==> config.mk <==
export PLATFORM = sky130hd
export DESIGN_NAME = pack_round_flat
export DESIGN_NICKNAME = d
export VERILOG_FILES = /design/src/rtl/pack_round_if.sv /design/src/rtl/pack_round.sv /design/src/flat_wrapper.sv
export SDC_FILE = /design/constraint.sdc
export NUM_CORES = 1
export LEC_CHECK = 0
export ABC_AREA = 1
export ABC_CLOCK_PERIOD_IN_PS = 3300
export BUFFER_PORTS_ARGS = -buffer_cell sky130_fd_sc_hd__buf_2
export CAP_MARGIN = 20
export CORE_ASPECT_RATIO = 0.5
export CORE_MARGIN = 1.5
export CORE_UTILIZATION = 45
export DETAILED_ROUTE_END_ITERATION = 8
export GPL_TIMING_DRIVEN = 0
export PLACE_DENSITY = 0.65
export SYNTH_ARGS = -nofsm -noshare
export SYNTH_HDL_FRONTEND = slang
export SYNTH_SLANG_ARGS = --single-unit
==> constraint.sdc <==
create_clock -name clk -period 3.3 [get_ports clk]
set_clock_uncertainty 0.2 [all_clocks]
set_input_delay 0 -clock clk [delete_from_list [all_inputs] [get_ports clk]]
set_output_delay 0 -clock clk [all_outputs]
set_load 0.01 [all_outputs]
==> src/rtl/pack_round_if.sv <==
// pack_round_if: handshake and data bundle for the pack_round result packer.
//   master : upstream/downstream side (drives enable, the input beat and out_ready)
//   slave  : pack_round side (drives in_ready and the registered output beat)
// Signals
//   enable, round_mode, in_valid/in_ready, sign_in, exp_in (signed, unbiased),
//   mant_in {hidden, fraction, G, S}, is_nan/pinf/ninf_in, result_in,
//   out_valid/out_ready, out_data, is_nan/pinf/ninf_out, result_out,
//   inexact_out, overflow_out, underflow_out
interface pack_round_if #(
  parameter int EXP_W  = 5,
  parameter int FRAC_W = 10
);
  localparam int W = 1 + EXP_W + FRAC_W;

  logic                    enable;
  logic                    round_mode;
  logic                    in_valid;
  logic                    in_ready;
  logic                    sign_in;
  logic signed [EXP_W+1:0] exp_in;
  logic [FRAC_W+2:0]       mant_in;
  logic                    is_nan_in;
  logic                    is_pinf_in;
  logic                    is_ninf_in;
  logic                    result_in;

  logic                    out_valid;
  logic                    out_ready;
  logic [W-1:0]            out_data;
  logic                    is_nan_out;
  logic                    is_pinf_out;
  logic                    is_ninf_out;
  logic                    result_out;
  logic                    inexact_out;
  logic                    overflow_out;
  logic                    underflow_out;

  modport master (
    output enable, round_mode, in_valid, sign_in, exp_in, mant_in,
           is_nan_in, is_pinf_in, is_ninf_in, result_in, out_ready,
    input  in_ready, out_valid, out_data, is_nan_out, is_pinf_out,
           is_ninf_out, result_out, inexact_out, overflow_out, underflow_out
  );

  modport slave (
    input  enable, round_mode, in_valid, sign_in, exp_in, mant_in,
           is_nan_in, is_pinf_in, is_ninf_in, result_in, out_ready,
    output in_ready, out_valid, out_data, is_nan_out, is_pinf_out,
           is_ninf_out, result_out, inexact_out, overflow_out, underflow_out
  );
endinterface

==> src/rtl/pack_round.sv <==
// pack_round: packs a normalised sign / unbiased exponent / extended mantissa
// result of the square-root datapath into an IEEE-754 word (FP16 by default).
// Two pipeline stages with valid/ready back-pressure:
//   stage 1 biases the exponent and denormalises tiny results (sticky kept),
//   stage 2 rounds (RNE or truncate), saturates on overflow and packs.
// Ports
//   clk  : clock, all state on the rising edge
//   rst  : asynchronous active-high reset
//   bus  : pack_round_if.slave (handshakes, input beat, output word and flags)
module pack_round #(
  parameter int EXP_W  = 5,
  parameter int FRAC_W = 10
) (
  input logic         clk,
  input logic         rst,
  pack_round_if.slave bus
);
  localparam int EW   = EXP_W + 2;   // signed working exponent width
  localparam int MW   = FRAC_W + 3;  // hidden + fraction + G + S
  localparam int W    = 1 + EXP_W + FRAC_W;
  localparam int BIAS = (1 << (EXP_W - 1)) - 1;
  localparam int EMAX = (1 << EXP_W) - 2;

  typedef enum logic [1:0] {K_NUM, K_NAN, K_PINF, K_NINF} kind_t;

  // Stage 1 registers
  logic          s1_valid;
  logic          s1_sign;
  logic          s1_rtz;
  logic          s1_tiny;
  logic          s1_ovf;
  logic [EW-1:0] s1_e;
  logic [MW-1:0] s1_sig;
  kind_t         s1_kind;
  logic [3:0]    s1_tags;  // {nan, pinf, ninf, result} passed through untouched

  // Pipeline control: stage 2 can take a new beat when empty or draining.
  logic adv2;
  logic load1;

  assign adv2        = !bus.out_valid | bus.out_ready;
  assign bus.in_ready = bus.enable & (!s1_valid | adv2);
  assign load1       = bus.in_valid & bus.in_ready;

  // ---------------- Stage 1: bias and align ----------------
  logic signed [EW-1:0] e_b;
  logic [EW-1:0]        shift;
  logic [MW-1:0]        lost_mask;
  logic [MW-1:0]        sig_d;
  logic [EW-1:0]        e_d;
  logic                 tiny_d;
  logic                 ovf_d;
  logic                 zero_d;
  kind_t                kind_d;

  always_comb begin
    // NOTE: every variable gets a default at the top of the block so that no
    // branch leaves it unassigned, which would otherwise infer a latch.
    e_b       = bus.exp_in + EW'(BIAS);
    shift     = EW'(1) - e_b;
    zero_d    = (bus.mant_in == '0);
    tiny_d    = (e_b <= 0);
    ovf_d     = !zero_d && (e_b > EMAX);
    lost_mask = '0;
    sig_d     = bus.mant_in;
    e_d       = e_b;

    if (zero_d) begin
      sig_d = '0;
      e_d   = '0;
    end else if (tiny_d) begin
      e_d = '0;
      if (int'(shift) >= MW) begin
        // Everything shifts out; only the sticky survives (mantissa is non-zero).
        sig_d = MW'(1);
      end else begin
        lost_mask = ~({MW{1'b1}} << shift);
        sig_d     = (bus.mant_in >> shift) | MW'(|(bus.mant_in & lost_mask));
      end
    end

    if (bus.is_nan_in)       kind_d = K_NAN;
    else if (bus.is_pinf_in) kind_d = K_PINF;
    else if (bus.is_ninf_in) kind_d = K_NINF;
    else                     kind_d = K_NUM;
  end

  // ---------------- Stage 2: round and pack ----------------
  logic                inc_near;
  logic                inc;
  logic                carry_near;
  logic [FRAC_W+1:0]   sum;
  logic [EW:0]         e_near;
  logic [EXP_W-1:0]    e_fld;
  logic [W-1:0]        data_d;
  logic                inexact_d;
  logic                overflow_d;
  logic                underflow_d;

  always_comb begin
    // lsb = sig[2], G = sig[1], S = sig[0]
    inc_near = s1_sig[1] & (s1_sig[0] | s1_sig[2]);
    inc      = inc_near & !s1_rtz;
    sum      = {1'b0, s1_sig[MW-1:2]} + (FRAC_W+2)'(inc);

    // Overflow is judged on the nearest-rounded exponent in both modes, so a
    // truncated result that would have carried to infinity still reports it.
    carry_near = inc_near & (&s1_sig[MW-1:2]);
    e_near     = {1'b0, s1_e} + (EW+1)'(carry_near);

    e_fld = s1_e[EXP_W-1:0];
    if (sum[FRAC_W+1])                    e_fld = e_fld + 1'b1;     // carry past hidden bit
    else if (s1_e == '0 && sum[FRAC_W])   e_fld = EXP_W'(1);        // subnormal rounds to min normal

    inexact_d   = s1_sig[1] | s1_sig[0];
    overflow_d  = s1_ovf | (e_near > (EW+1)'(EMAX));
    underflow_d = s1_tiny & inexact_d;
    data_d      = {s1_sign, e_fld, sum[FRAC_W-1:0]};

    if (overflow_d) begin
      inexact_d = 1'b1;
      data_d    = s1_rtz ? {s1_sign, EXP_W'(EMAX), {FRAC_W{1'b1}}}
                         : {s1_sign, {EXP_W{1'b1}}, {FRAC_W{1'b0}}};
    end

    if (s1_kind != K_NUM) begin
      inexact_d   = 1'b0;
      overflow_d  = 1'b0;
      underflow_d = 1'b0;
    end

    unique case (s1_kind)
      K_NAN:   data_d = {1'b1, {EXP_W{1'b1}}, 1'b1, {(FRAC_W-1){1'b0}}};
      K_PINF:  data_d = {1'b0, {EXP_W{1'b1}}, {FRAC_W{1'b0}}};
      K_NINF:  data_d = {1'b1, {EXP_W{1'b1}}, {FRAC_W{1'b0}}};
      default: ;
    endcase
  end

  // ---------------- Registers ----------------
  always_ff @(posedge clk or posedge rst) begin
    // NOTE: state uses non-blocking assignments so every register samples the
    // pre-edge values of the others, independent of statement order.
    if (rst) begin
      // NOTE: the stage-1 payload is reset along with the valids; it is only a
      // handful of flops and keeps every register at a known value after reset.
      s1_valid          <= 1'b0;
      s1_sign           <= 1'b0;
      s1_rtz            <= 1'b0;
      s1_tiny           <= 1'b0;
      s1_ovf            <= 1'b0;
      s1_e              <= '0;
      s1_sig            <= '0;
      s1_kind           <= K_NUM;
      s1_tags           <= '0;
      bus.out_valid     <= 1'b0;
      bus.out_data      <= '0;
      bus.is_nan_out    <= 1'b0;
      bus.is_pinf_out   <= 1'b0;
      bus.is_ninf_out   <= 1'b0;
      bus.result_out    <= 1'b0;
      bus.inexact_out   <= 1'b0;
      bus.overflow_out  <= 1'b0;
      bus.underflow_out <= 1'b0;
    end else if (!bus.enable) begin
      // Synchronous flush: in-flight beats are discarded.
      s1_valid          <= 1'b0;
      bus.out_valid     <= 1'b0;
      bus.out_data      <= '0;
      bus.is_nan_out    <= 1'b0;
      bus.is_pinf_out   <= 1'b0;
      bus.is_ninf_out   <= 1'b0;
      bus.result_out    <= 1'b0;
      bus.inexact_out   <= 1'b0;
      bus.overflow_out  <= 1'b0;
      bus.underflow_out <= 1'b0;
    end else begin
      if (load1) begin
        s1_valid <= 1'b1;
        s1_sign  <= bus.sign_in;
        s1_rtz   <= bus.round_mode;
        s1_tiny  <= tiny_d;
        s1_ovf   <= ovf_d;
        s1_e     <= e_d;
        s1_sig   <= sig_d;
        s1_kind  <= kind_d;
        s1_tags  <= {bus.is_nan_in, bus.is_pinf_in, bus.is_ninf_in, bus.result_in};
      end else if (adv2) begin
        s1_valid <= 1'b0;
      end

      if (adv2) begin
        bus.out_valid <= s1_valid;
        if (s1_valid) begin
          bus.out_data      <= data_d;
          bus.is_nan_out    <= s1_tags[3];
          bus.is_pinf_out   <= s1_tags[2];
          bus.is_ninf_out   <= s1_tags[1];
          bus.result_out    <= s1_tags[0];
          bus.inexact_out   <= inexact_d;
          bus.overflow_out  <= overflow_d;
          bus.underflow_out <= underflow_d;
        end
      end
    end
  end
endmodule

==> src/flat_wrapper.sv <==
// flat-port wrapper written by rule: the top's interface ports become plain ports
module pack_round_flat 
#(
  parameter int EXP_W  = 5,
  parameter int FRAC_W = 10
)
  (clk, rst, bus_enable, bus_round_mode, bus_in_valid, bus_sign_in, bus_exp_in, bus_mant_in, bus_is_nan_in, bus_is_pinf_in, bus_is_ninf_in, bus_result_in, bus_out_ready, bus_in_ready, bus_out_valid, bus_out_data, bus_is_nan_out, bus_is_pinf_out, bus_is_ninf_out, bus_result_out, bus_inexact_out, bus_overflow_out, bus_underflow_out);
  pack_round_if #(.EXP_W(EXP_W), .FRAC_W(FRAC_W)) bus_i ();
  input logic clk;
  input logic rst;
  input wire logic [$bits(bus_i.enable)-1:0] bus_enable;
  input wire logic [$bits(bus_i.round_mode)-1:0] bus_round_mode;
  input wire logic [$bits(bus_i.in_valid)-1:0] bus_in_valid;
  input wire logic [$bits(bus_i.sign_in)-1:0] bus_sign_in;
  input wire logic [$bits(bus_i.exp_in)-1:0] bus_exp_in;
  input wire logic [$bits(bus_i.mant_in)-1:0] bus_mant_in;
  input wire logic [$bits(bus_i.is_nan_in)-1:0] bus_is_nan_in;
  input wire logic [$bits(bus_i.is_pinf_in)-1:0] bus_is_pinf_in;
  input wire logic [$bits(bus_i.is_ninf_in)-1:0] bus_is_ninf_in;
  input wire logic [$bits(bus_i.result_in)-1:0] bus_result_in;
  input wire logic [$bits(bus_i.out_ready)-1:0] bus_out_ready;
  output wire logic [$bits(bus_i.in_ready)-1:0] bus_in_ready;
  output wire logic [$bits(bus_i.out_valid)-1:0] bus_out_valid;
  output wire logic [$bits(bus_i.out_data)-1:0] bus_out_data;
  output wire logic [$bits(bus_i.is_nan_out)-1:0] bus_is_nan_out;
  output wire logic [$bits(bus_i.is_pinf_out)-1:0] bus_is_pinf_out;
  output wire logic [$bits(bus_i.is_ninf_out)-1:0] bus_is_ninf_out;
  output wire logic [$bits(bus_i.result_out)-1:0] bus_result_out;
  output wire logic [$bits(bus_i.inexact_out)-1:0] bus_inexact_out;
  output wire logic [$bits(bus_i.overflow_out)-1:0] bus_overflow_out;
  output wire logic [$bits(bus_i.underflow_out)-1:0] bus_underflow_out;
  assign bus_i.enable = bus_enable;
  assign bus_i.round_mode = bus_round_mode;
  assign bus_i.in_valid = bus_in_valid;
  assign bus_i.sign_in = bus_sign_in;
  assign bus_i.exp_in = bus_exp_in;
  assign bus_i.mant_in = bus_mant_in;
  assign bus_i.is_nan_in = bus_is_nan_in;
  assign bus_i.is_pinf_in = bus_is_pinf_in;
  assign bus_i.is_ninf_in = bus_is_ninf_in;
  assign bus_i.result_in = bus_result_in;
  assign bus_i.out_ready = bus_out_ready;
  assign bus_in_ready = bus_i.in_ready;
  assign bus_out_valid = bus_i.out_valid;
  assign bus_out_data = bus_i.out_data;
  assign bus_is_nan_out = bus_i.is_nan_out;
  assign bus_is_pinf_out = bus_i.is_pinf_out;
  assign bus_is_ninf_out = bus_i.is_ninf_out;
  assign bus_result_out = bus_i.result_out;
  assign bus_inexact_out = bus_i.inexact_out;
  assign bus_overflow_out = bus_i.overflow_out;
  assign bus_underflow_out = bus_i.underflow_out;
  pack_round #(.EXP_W(EXP_W), .FRAC_W(FRAC_W)) u_core (.clk(clk), .rst(rst), .bus(bus_i));
endmodule
### Word-level counts from Yosys, hierarchy flattened

Index checks and enable logic that the tools add are counted.

* register bits: 55
* input bits: 31

* add/sub/neg operators: 5
* order comparisons: 4
* eq/ne operators: 6
* shifts and indexed selects: 2
* mux-type cells: 46
* bitwise logic cells: 14
* reductions and logical operators: 13

Operators with widths (number)
* $mux 16: 3
* $pmux 16 s3: 1
* $mux 13: 3
* $mux 1: 30
* $mux 15: 1
* $mux 7: 2
* $and 13x13->13: 1
* $logic_not 13->1: 1
* $not 13->13: 1
* $or 13x1->13: 1
* $reduce_or 13->1: 1
* $shl 13x7->13 const A: 1
* $shr 13x7->13: 1
* $add 11x1->12: 1
* $mux 11: 1
* $reduce_and 11->1: 1
* $mux 5: 2
* $add 7x1->8: 1
* $gt 8x5->1 const B: 1
* $add 7x5->7 const B: 1
* $ge 7x4->1 const B: 1
* $gt 7x6->1 const B: 1
* $le 7x1->1 const B: 1
* $logic_not 7->1: 1
* 13 further kinds: 31

### Depth between registers and ports, before layout

Gate-level depths: netlist of the first run.

* depth after elaboration: 12
* mapped depth: 21
* depth with buffers taken out: 20

### Worst setup path before layout of the first run

Ideal clock, no wire load.

* path kind: input-to-reg
* from: input port bus_exp_in[0]
* to: register u_core.s1_sig[0]
* setup time: 0.116 ns
* data arrival time: 2.836 ns
* data required time: 2.984 ns
* slack: 0.148 ns
* stages: 19
* buffers on the path: 3
* path through: inv_2 -> clkbuf_1 -> ha_1 -> buf_1 -> inv_1 -> clkbuf_1 -> ha_1 -> clkinv_1 -> a221o_1 -> a21oi_1 -> nand2_2 -> nor2_2 -> nand3_1 -> nor2_1 -> nand2_1 -> nor2_1 -> nand3_1 -> nand2_1 -> nand2_1

* cells in the longest elaborated chain, start to end: 10
* elaborated cells on any way between the ends: 13
* classes of those cells: 2 x add/sub; 2 x order compare; 2 x shift; 3 x mux; 3 x bitwise; 1 x reduce/logical

Ends and longest elaborated chain
* start: declaration: RTL line flat_wrapper.sv:15 `input wire logic [$bits(bus_i.exp_in)-1:0] bus_exp_in;`
* $add 7x5->7 (*): RTL line pack_round.sv:59 `e_b = bus.exp_in + EW'(BIAS);`
* $sub 2x7->7: RTL line pack_round.sv:60 `shift = EW'(1) - e_b;`
* $shl 13x7->13: RTL line pack_round.sv:77 `lost_mask = ~({MW{1'b1}} << shift);`
* $not 13->13: RTL line pack_round.sv:77
* $and 13x13->13: RTL line pack_round.sv:78 `sig_d = (bus.mant_in >> shift) | MW'(|(bus.mant_in & lost_mask));`
* $reduce_or 13->1: RTL line pack_round.sv:78
* $or 13x1->13: RTL line pack_round.sv:78
* $mux 13: RTL line pack_round.sv:73 `if (int'(shift) >= MW) begin`
* $mux 13 (*): RTL line pack_round.sv:71 `end else if (tiny_d) begin`
* $mux 13 (*): RTL line pack_round.sv:68 `if (zero_d) begin`
* end signal: assignment: RTL line pack_round.sv:185 `s1_sig <= sig_d;`
* end: declaration: RTL line pack_round.sv:33 `logic [MW-1:0] s1_sig;`

Every way passes the cells marked *; elsewhere a longest branch is shown, timed or not.
A chain may end at the register's enable or synchronous reset.

### Final worst setup path of the first run

Ends and elaborated chain as after synthesis.

==> flow_summary.json, run 1 <==
{
  "yosysMostFrequentCell": "nand2_1",
  "ys_warn_count": 0,
  "clock-sinks": 55,
  "grt_antenna_before_repair": 0,
  "initial_core_util_pct": 47.15,
  "async_reset_ff_share_pct": 100.0,
  "clock-root-buffer": "clkbuf_16",
  "htree_num_levels": 2,
  "cp-start-kind": "primary input",
  "post-place-ws_ns": -0.9617,
  "clockBufferDepth": 2,
  "synthFlopType": "dfrtp_1",
  "clock.fmax_mhz": 322.3,
  "yosys.area.top_type_share_pct": 35.84,
  "io_buffers": 55,
  "synth_common_cells": "164 x nand2_1, 79 x inv_1, 57 x o21ai_0",
  "worstPathRequired_ns": 3.27,
  "critPathCaptureType": "flip-flop",
  "fin_total_pwr_mw": 2.015,
  "via_count": 4145,
  "wl_mm": 11.24,
  "rows": 23,
  "clk_latency_ns": 0.28,
  "grt_pass1_vias": 3668,
  "p_leak_nw": 2.393,
  "fillCellCount": 811,
  "setup_violations": 0,
  "synth.net_count": 615,
  "grt_usage_pct": 25.82,
  "yosysSeqAreaShare_pct": 35.84,
  "dp_cells": 740,
  "gp_congestion": 0.9295,
  "tightest_slew_ns": 0.5621,
  "synthCells": 572,
  "finalHoldViolCount": 0,
  "cts_tree": "done",
  "drc": 0,
  "cts_buffers": 5,
  "core-area_mm2": 0.008144,
  "synth.area.top_cells": "dfrtp_1 36%, nand2_1 16%, inv_1 7.7%, o21ai_0 7.4%, nand3_1 6.3%",
  "grt_max_degree": 31,
  "ant_nets": 0,
  "setup_ws_ns": 0.1977,
  "syn2layout_area_growth_pct": 24.08,
  "synth_cell_types": 41,
  "dr.first_iter.drc_count": 268,
  "arrival_ns": 3.07,
  "dp_hpwl_mm": 8.483,
  "grt_remaining_overflow": 0,
  "synth-seq-cells": 55,
  "viasPerCell": 5.355,
  "diodes": 0,
  "run_status": "finished, final reports clean",
  "period_minus_slack_ns": 3.102,
  "fin_nets": 704,
  "p_per_area_mw_per_mm2": 422.9,
  "grt_pass1_wl_mm": 18.46,
  "cp_max_fo": 15,
  "cts.reportedPaths.clkPinSlew_ns": 0.06,
  "die_width_um": 133.6,
  "hold_path.class": "in -> reg",
  "syn_area_per_cell_um2": 6.713,
  "drv_slew": 0,
  "dieArea_mm2": 0.009130,
  "synth_area_mm2": 0.003840,
  "synth_top_area_cell": "dfrtp_1",
  "maxCapViolCount": 0,
  "critical_path_class": "in -> reg",
  "dr.pass1.iters": 5,
  "rsz0062_at_grt": "false",
  "ir_drop_mv": 0.2339,
  "maxSlewHeadroom_pct": 62.47,
  "fin_cells": 774,
  "die_h_um": 68.32,
  "synth_edf_count": 0,
  "layout-drive-gt1-share_pct": 14.50,
  "wire_per_inst_um": 14.52,
  "io_pins": 56,
  "fin_crit_sh_pct": 94.01
}
[flip-flops by register name, summed over array words and instances, names as in the netlist, 2 cells and up]
register / cells
u_core.bus.out_data: 16
u_core.s1_e: 7
u_core.s1_kind: 2
u_core.s1_sig: 13
u_core.s1_tags: 4
[final cells by class]
| class | instances | area (um^2) | area share (%) |
|---|---|---|---|
| buffer | 15 | 70.07 | 1.471 |
| clock buffer | 6 | 128.9 | 2.705 |
| tap | 112 | 140.1 | 2.941 |
| multi-input combinational | 418 | 2103 | 44.14 |
| timing repair buffer | 84 | 570.5 | 11.97 |
| sequential | 55 | 1376 | 28.89 |
| clock inverter | 2 | 60.06 | 1.261 |
| inverter | 82 | 315.3 | 6.618 |
[routing by layer]
metal / routed length, um / GRT usage (%)
met5: 0 / 0
met4: 55 / 4.076
met3: 752 / 2.667
met2: 4628 / 39.64
met1: 5802 / 39.77
[layout by cell type (no fill, tap or decap), types with 4 or more instances in the layout]
cell	Yosys	final
o211ai_1	4	4
dfrtp_1	55	55
inv_2	2	4
ha_1	12	11
nor2_1	45	45
inv_1	79	76
nand2_1	164	164
dlygate4sd3_1	0	26
clkbuf_1	10	9
buf_2	1	56
nand3_1	48	47
nor2_2	6	6
o22ai_1	7	7
clkbuf_16	0	5
o21ai_0	57	57
o221ai_1	5	5
a21oi_1	20	20
nor3_1	8	8
nand2_2	5	5
nand4_1	9	9
[critical path: stages]
cell and delay (ns):
buf_2 0.12, inv_2 0.09, clkbuf_2 0.24, ha_4 0.45
clkinvlp_4 0.18, ha_1 0.38, clkinvlp_4 0.23, a221o_1 0.35
a21oi_1 0.20, nand2_2 0.11, nor2_2 0.11, nand3_1 0.08
nor2_1 0.08, nand2_1 0.06, nor2_1 0.10, nand3_1 0.08
nand2_1 0.12, nand2_1 0.06
[power breakdown]
group          internal (mW)  total (mW)  leakage (nW)  switching (mW)
registers              0.741       0.789         0.724          0.0485
logic                  0.201       0.565          1.58           0.365
clock network          0.435       0.660        0.0911           0.225
total                   1.38        2.01          2.39           0.638
[what timing repair did]
item	in CTS	in global routing
gates resized for setup	3	5
hold buffers	26	0
endpoints found under the setup margin	11	17
setup buffers	0	2
endpoints found under the hold margin	83	0
[cells by family after synthesis]
logic type / Yosys count / share of synthesized area (%)
DFF: 55 / 35.84
adders and majority gates: 12 / 3.910
xor gates and xnor gates: 4 / 1.108
buffers and inverters: 99 / 10.00
AOI/OAI and AO/OA: 107 / 15.97
and+or+nand+nor: 295 / 33.17
[per-stage QoR]
stage | utilization, % | hold WS, ns | cell area [um^2] | setup TNS, ns
after CTS | 58.09 | 0.01319 | 4731 | 0
final | 58.50 | 0.02458 | 4765 | 0
after floorplan | - | -0.09933 | 3840 | 0
after global placement | 52.25 | 0.008005 | 4255 | -6.612
after detailed placement | 52.50 | -0.1196 | 4275 | -6.459
after global routing | 58.50 | 0.04940 | 4765 | 0
[path summary, 6_finish.rpt]
kind | from | endpoint | slack, ns | depth (start not counted)
min in group asynchronous | rst | u_core.bus.overflow_out | 0.11 | 3
worst min register to register | u_core.bus.out_data[10] | u_core.bus.out_data[10] | 0.28 | 2
max in group asynchronous | rst | u_core.s1_e[0] | 2.23 | 4
worst max-delay path | bus_exp_in[0] | u_core.s1_sig[0] | 0.20 | 18
worst min-delay path | bus_mant_in[2] | u_core.s1_sig[2] | 0.02 | 4
worst max register to register | u_core.s1_sig[11] | u_core.bus.out_data[5] | 0.33 | 17
(Power assumes the default switching activity.)
==> run 2: changes to the inputs <==
--- a/config.mk
+++ b/config.mk
@@ -6,7 +6,7 @@
 export NUM_CORES = 1
 export LEC_CHECK = 0
 export ABC_AREA = 1
-export ABC_CLOCK_PERIOD_IN_PS = 3300
+export ABC_CLOCK_PERIOD_IN_PS = 3430
 export BUFFER_PORTS_ARGS = -buffer_cell sky130_fd_sc_hd__buf_2
 export CAP_MARGIN = 20
 export CORE_ASPECT_RATIO = 0.5
==> constraint.sdc (replaced) <==
create_clock -name clk -period 3.43 [get_ports clk]
set_clock_uncertainty 0.2 [all_clocks]
set_input_delay 0 -clock clk [delete_from_list [all_inputs] [get_ports clk]]
set_output_delay 0 -clock clk [all_outputs]
set_load 0.01 [all_outputs]
==> run 2 against run 1 <==
Combinational power down 3.9%. Clock power shrank 3.3%. Critical endpoint unchanged. Non-clock buffer count is 1 lower. Core utilization shrank 0.092 points. Die area did not move. First-iteration DRC count up 4.5%. Sequential cell count unchanged. Register-to-register slack better by 0.05 ns. Hold slack got worse by 0.011 ns. Global-route usage is essentially flat. Cell area is 0.16% lower. Via count is 0.68% lower.
==> flow_summary.json, run 2 (synthesis results as in run 1) <==
{
  "run_status": "finished, final reports clean",
  "grt_pass1_vias": 3674,
  "cts_buffers": 5,
  "fin_total_pwr_mw": 1.940,
  "fillCellCount": 815,
  "clockBufferDepth": 2,
  "largest_reg_flops": 16,
  "via_count": 4117,
  "layout-drive-gt1-share_pct": 14.07,
  "critical_path_class": "in -> reg",
  "setup_violations": 0,
  "grt_usage_pct": 25.83,
  "die_h_um": 68.32,
  "cts_tree": "done",
  "dr.first_iter.drc_count": 280,
  "clock-root-buffer": "clkbuf_16",
  "wl_mm": 11.23,
  "hold_path.class": "in -> reg",
  "core-area_mm2": 0.008144,
  "arrival_ns": 3.15,
  "layout_commonest_cell": "nand2_1",
  "grt_antenna_before_repair": 0,
  "cp_max_fo": 15,
  "reg2reg_setup_slack_ns": 0.38,
  "fin_crit_sh_pct": 92.52,
  "period_minus_slack_ns": 3.173,
  "clock.fmax_mhz": 315.1,
  "grt_remaining_overflow": 0,
  "top_regs": "u_core.bus.out_data (16), u_core.s1_sig (13), u_core.s1_e (7)",
  "syn2layout_area_growth_pct": 23.88,
  "clk_latency_ns": 0.29,
  "io_pins": 56,
  "grt_pass1_wl_mm": 18.48,
  "clock-sinks": 55,
  "rows": 23,
  "rsz0062_at_grt": "false",
  "htree_num_levels": 2,
  "drc": 0,
  "top_register": "u_core.bus.out_data",
  "grt_max_degree": 31,
  "p_per_area_mw_per_mm2": 407.8,
  "dp_hpwl_mm": 8.483,
  "viasPerCell": 5.326,
  "dieArea_mm2": 0.009130,
  "dp_cells": 740,
  "seqCellArea_mm2": 0.001376,
  "dr.pass1.iters": 5,
  "multi_input_area_mm2": 0.002110,
  "hold_ws_ns": 0.01325,
  "fin_nets": 703,
  "p_leak_nw": 2.393,
  "critPathCaptureType": "flip-flop",
  "gp_congestion": 0.9295,
  "tightest_slew_ns": 0.5645,
  "ant_nets": 0,
  "wire_per_inst_um": 14.52,
  "mostFrequentLayoutCells": "164 x nand2_1, 78 x inv_1, 57 x o21ai_0",
  "maxSlewHeadroom_pct": 62.31,
  "worstPathRequired_ns": 3.40,
  "maxCapViolCount": 0,
  "io_buffers": 55,
  "cp-start-kind": "primary input",
  "diodes": 0,
  "finalHoldViolCount": 0,
  "initial_core_util_pct": 47.15,
  "drv_slew": 0,
  "ir_drop_mv": 0.2253,
  "cts.reportedPaths.clkPinSlew_ns": 0.06,
  "fin_cells": 773,
  "die_width_um": 133.6
}
## run 2: changes by cell type in the layout (fill, tap and decap cells not counted), sizes merged
cell	previous run	this run
buf	64	62
clkbuf	15	16
clkinvlp	2	1
inv	80	81
## run 2: stage by stage
stage | TNS, ns | utilization [%] | instance area, um^2 | worst slack [ns]
after global placement | -4.922 | 52.25 | 4255 | -0.8193
after CTS | 0 | 58.13 | 4735 | 0.1184
after detailed placement | -4.787 | 52.50 | 4275 | -0.8317
after global routing | 0 | 58.41 | 4757 | 0.008471
final | 0 | 58.41 | 4757 | 0.2566
after floorplan | 0 | - | 3840 | 0.2776
## run 2: final timing paths
path,start,to,cells past startpoint
setup / recovery,bus_exp_in[0],u_core.s1_sig[0],19
hold / removal,bus_mant_in[2],u_core.s1_sig[2],4
setup reg to reg,u_core.s1_sig[11],u_core.bus.out_data[5],17
hold reg to reg,u_core.bus.out_data[10],u_core.bus.out_data[10],2
max in group asynchronous,rst,u_core.s1_e[0],4
min in group asynchronous,rst,u_core.bus.overflow_out,3
## run 2: what timing repair did
| action | CTS | global route |
|---|---|---|
| hold buffers | 26 | 0 |
| setup endpoints to repair | 5 | 17 |
| endpoints found under the hold margin | 83 | 0 |
| resized for setup | 3 | 5 |
| buffers inserted | 0 | 0 |
| pin swaps | 0 | 1 |
## run 2: final cells by class
cell class | instances | share of cell area [%]
Multi-Input combinational cell | 418 | 44.35
Sequential cell | 55 | 28.93
Timing Repair Buffer | 82 | 11.68
Inverter | 82 | 6.549
Tap cell | 112 | 2.946
Clock buffer | 6 | 2.709
Buffer | 16 | 1.578
Clock inverter | 2 | 1.262
## run 2: worst max-delay path, stage by stage
cell	delay, ns
buf_2	0.13
inv_2	0.09
clkbuf_2	0.24
ha_4	0.44
inv_1	0.10
clkbuf_2	0.24
ha_4	0.35
clkinvlp_4	0.19
a221o_1	0.35
a21oi_1	0.21
nand2_2	0.11
nor2_2	0.11
nand3_1	0.08
nor2_1	0.08
nand2_1	0.06
nor2_1	0.08
nand3_1	0.07
nand2_1	0.12
nand2_1	0.06
## run 2: per-layer routing
layer  wire, um  vias up  part of all wire [%]  GRT usage [%]
met5          0        -                     0              0
met4         55        0                  0.49          4.076
met3        734        6                   6.5          2.667
met2       4671      162                    42          39.70
met1       5765     1904                    51          39.77
li1           -     2045                     -              -
## run 2: report_power, final
| group | leakage [nW] | total (mW) | switching, mW | internal [mW] |
|---|---|---|---|---|
| Sequential | 0.724 | 0.759 | 0.0465 | 0.713 |
| Clock | 0.0911 | 0.638 | 0.219 | 0.419 |
| Combinational | 1.58 | 0.543 | 0.349 | 0.194 |
| Total | 2.39 | 1.94 | 0.615 | 1.33 |
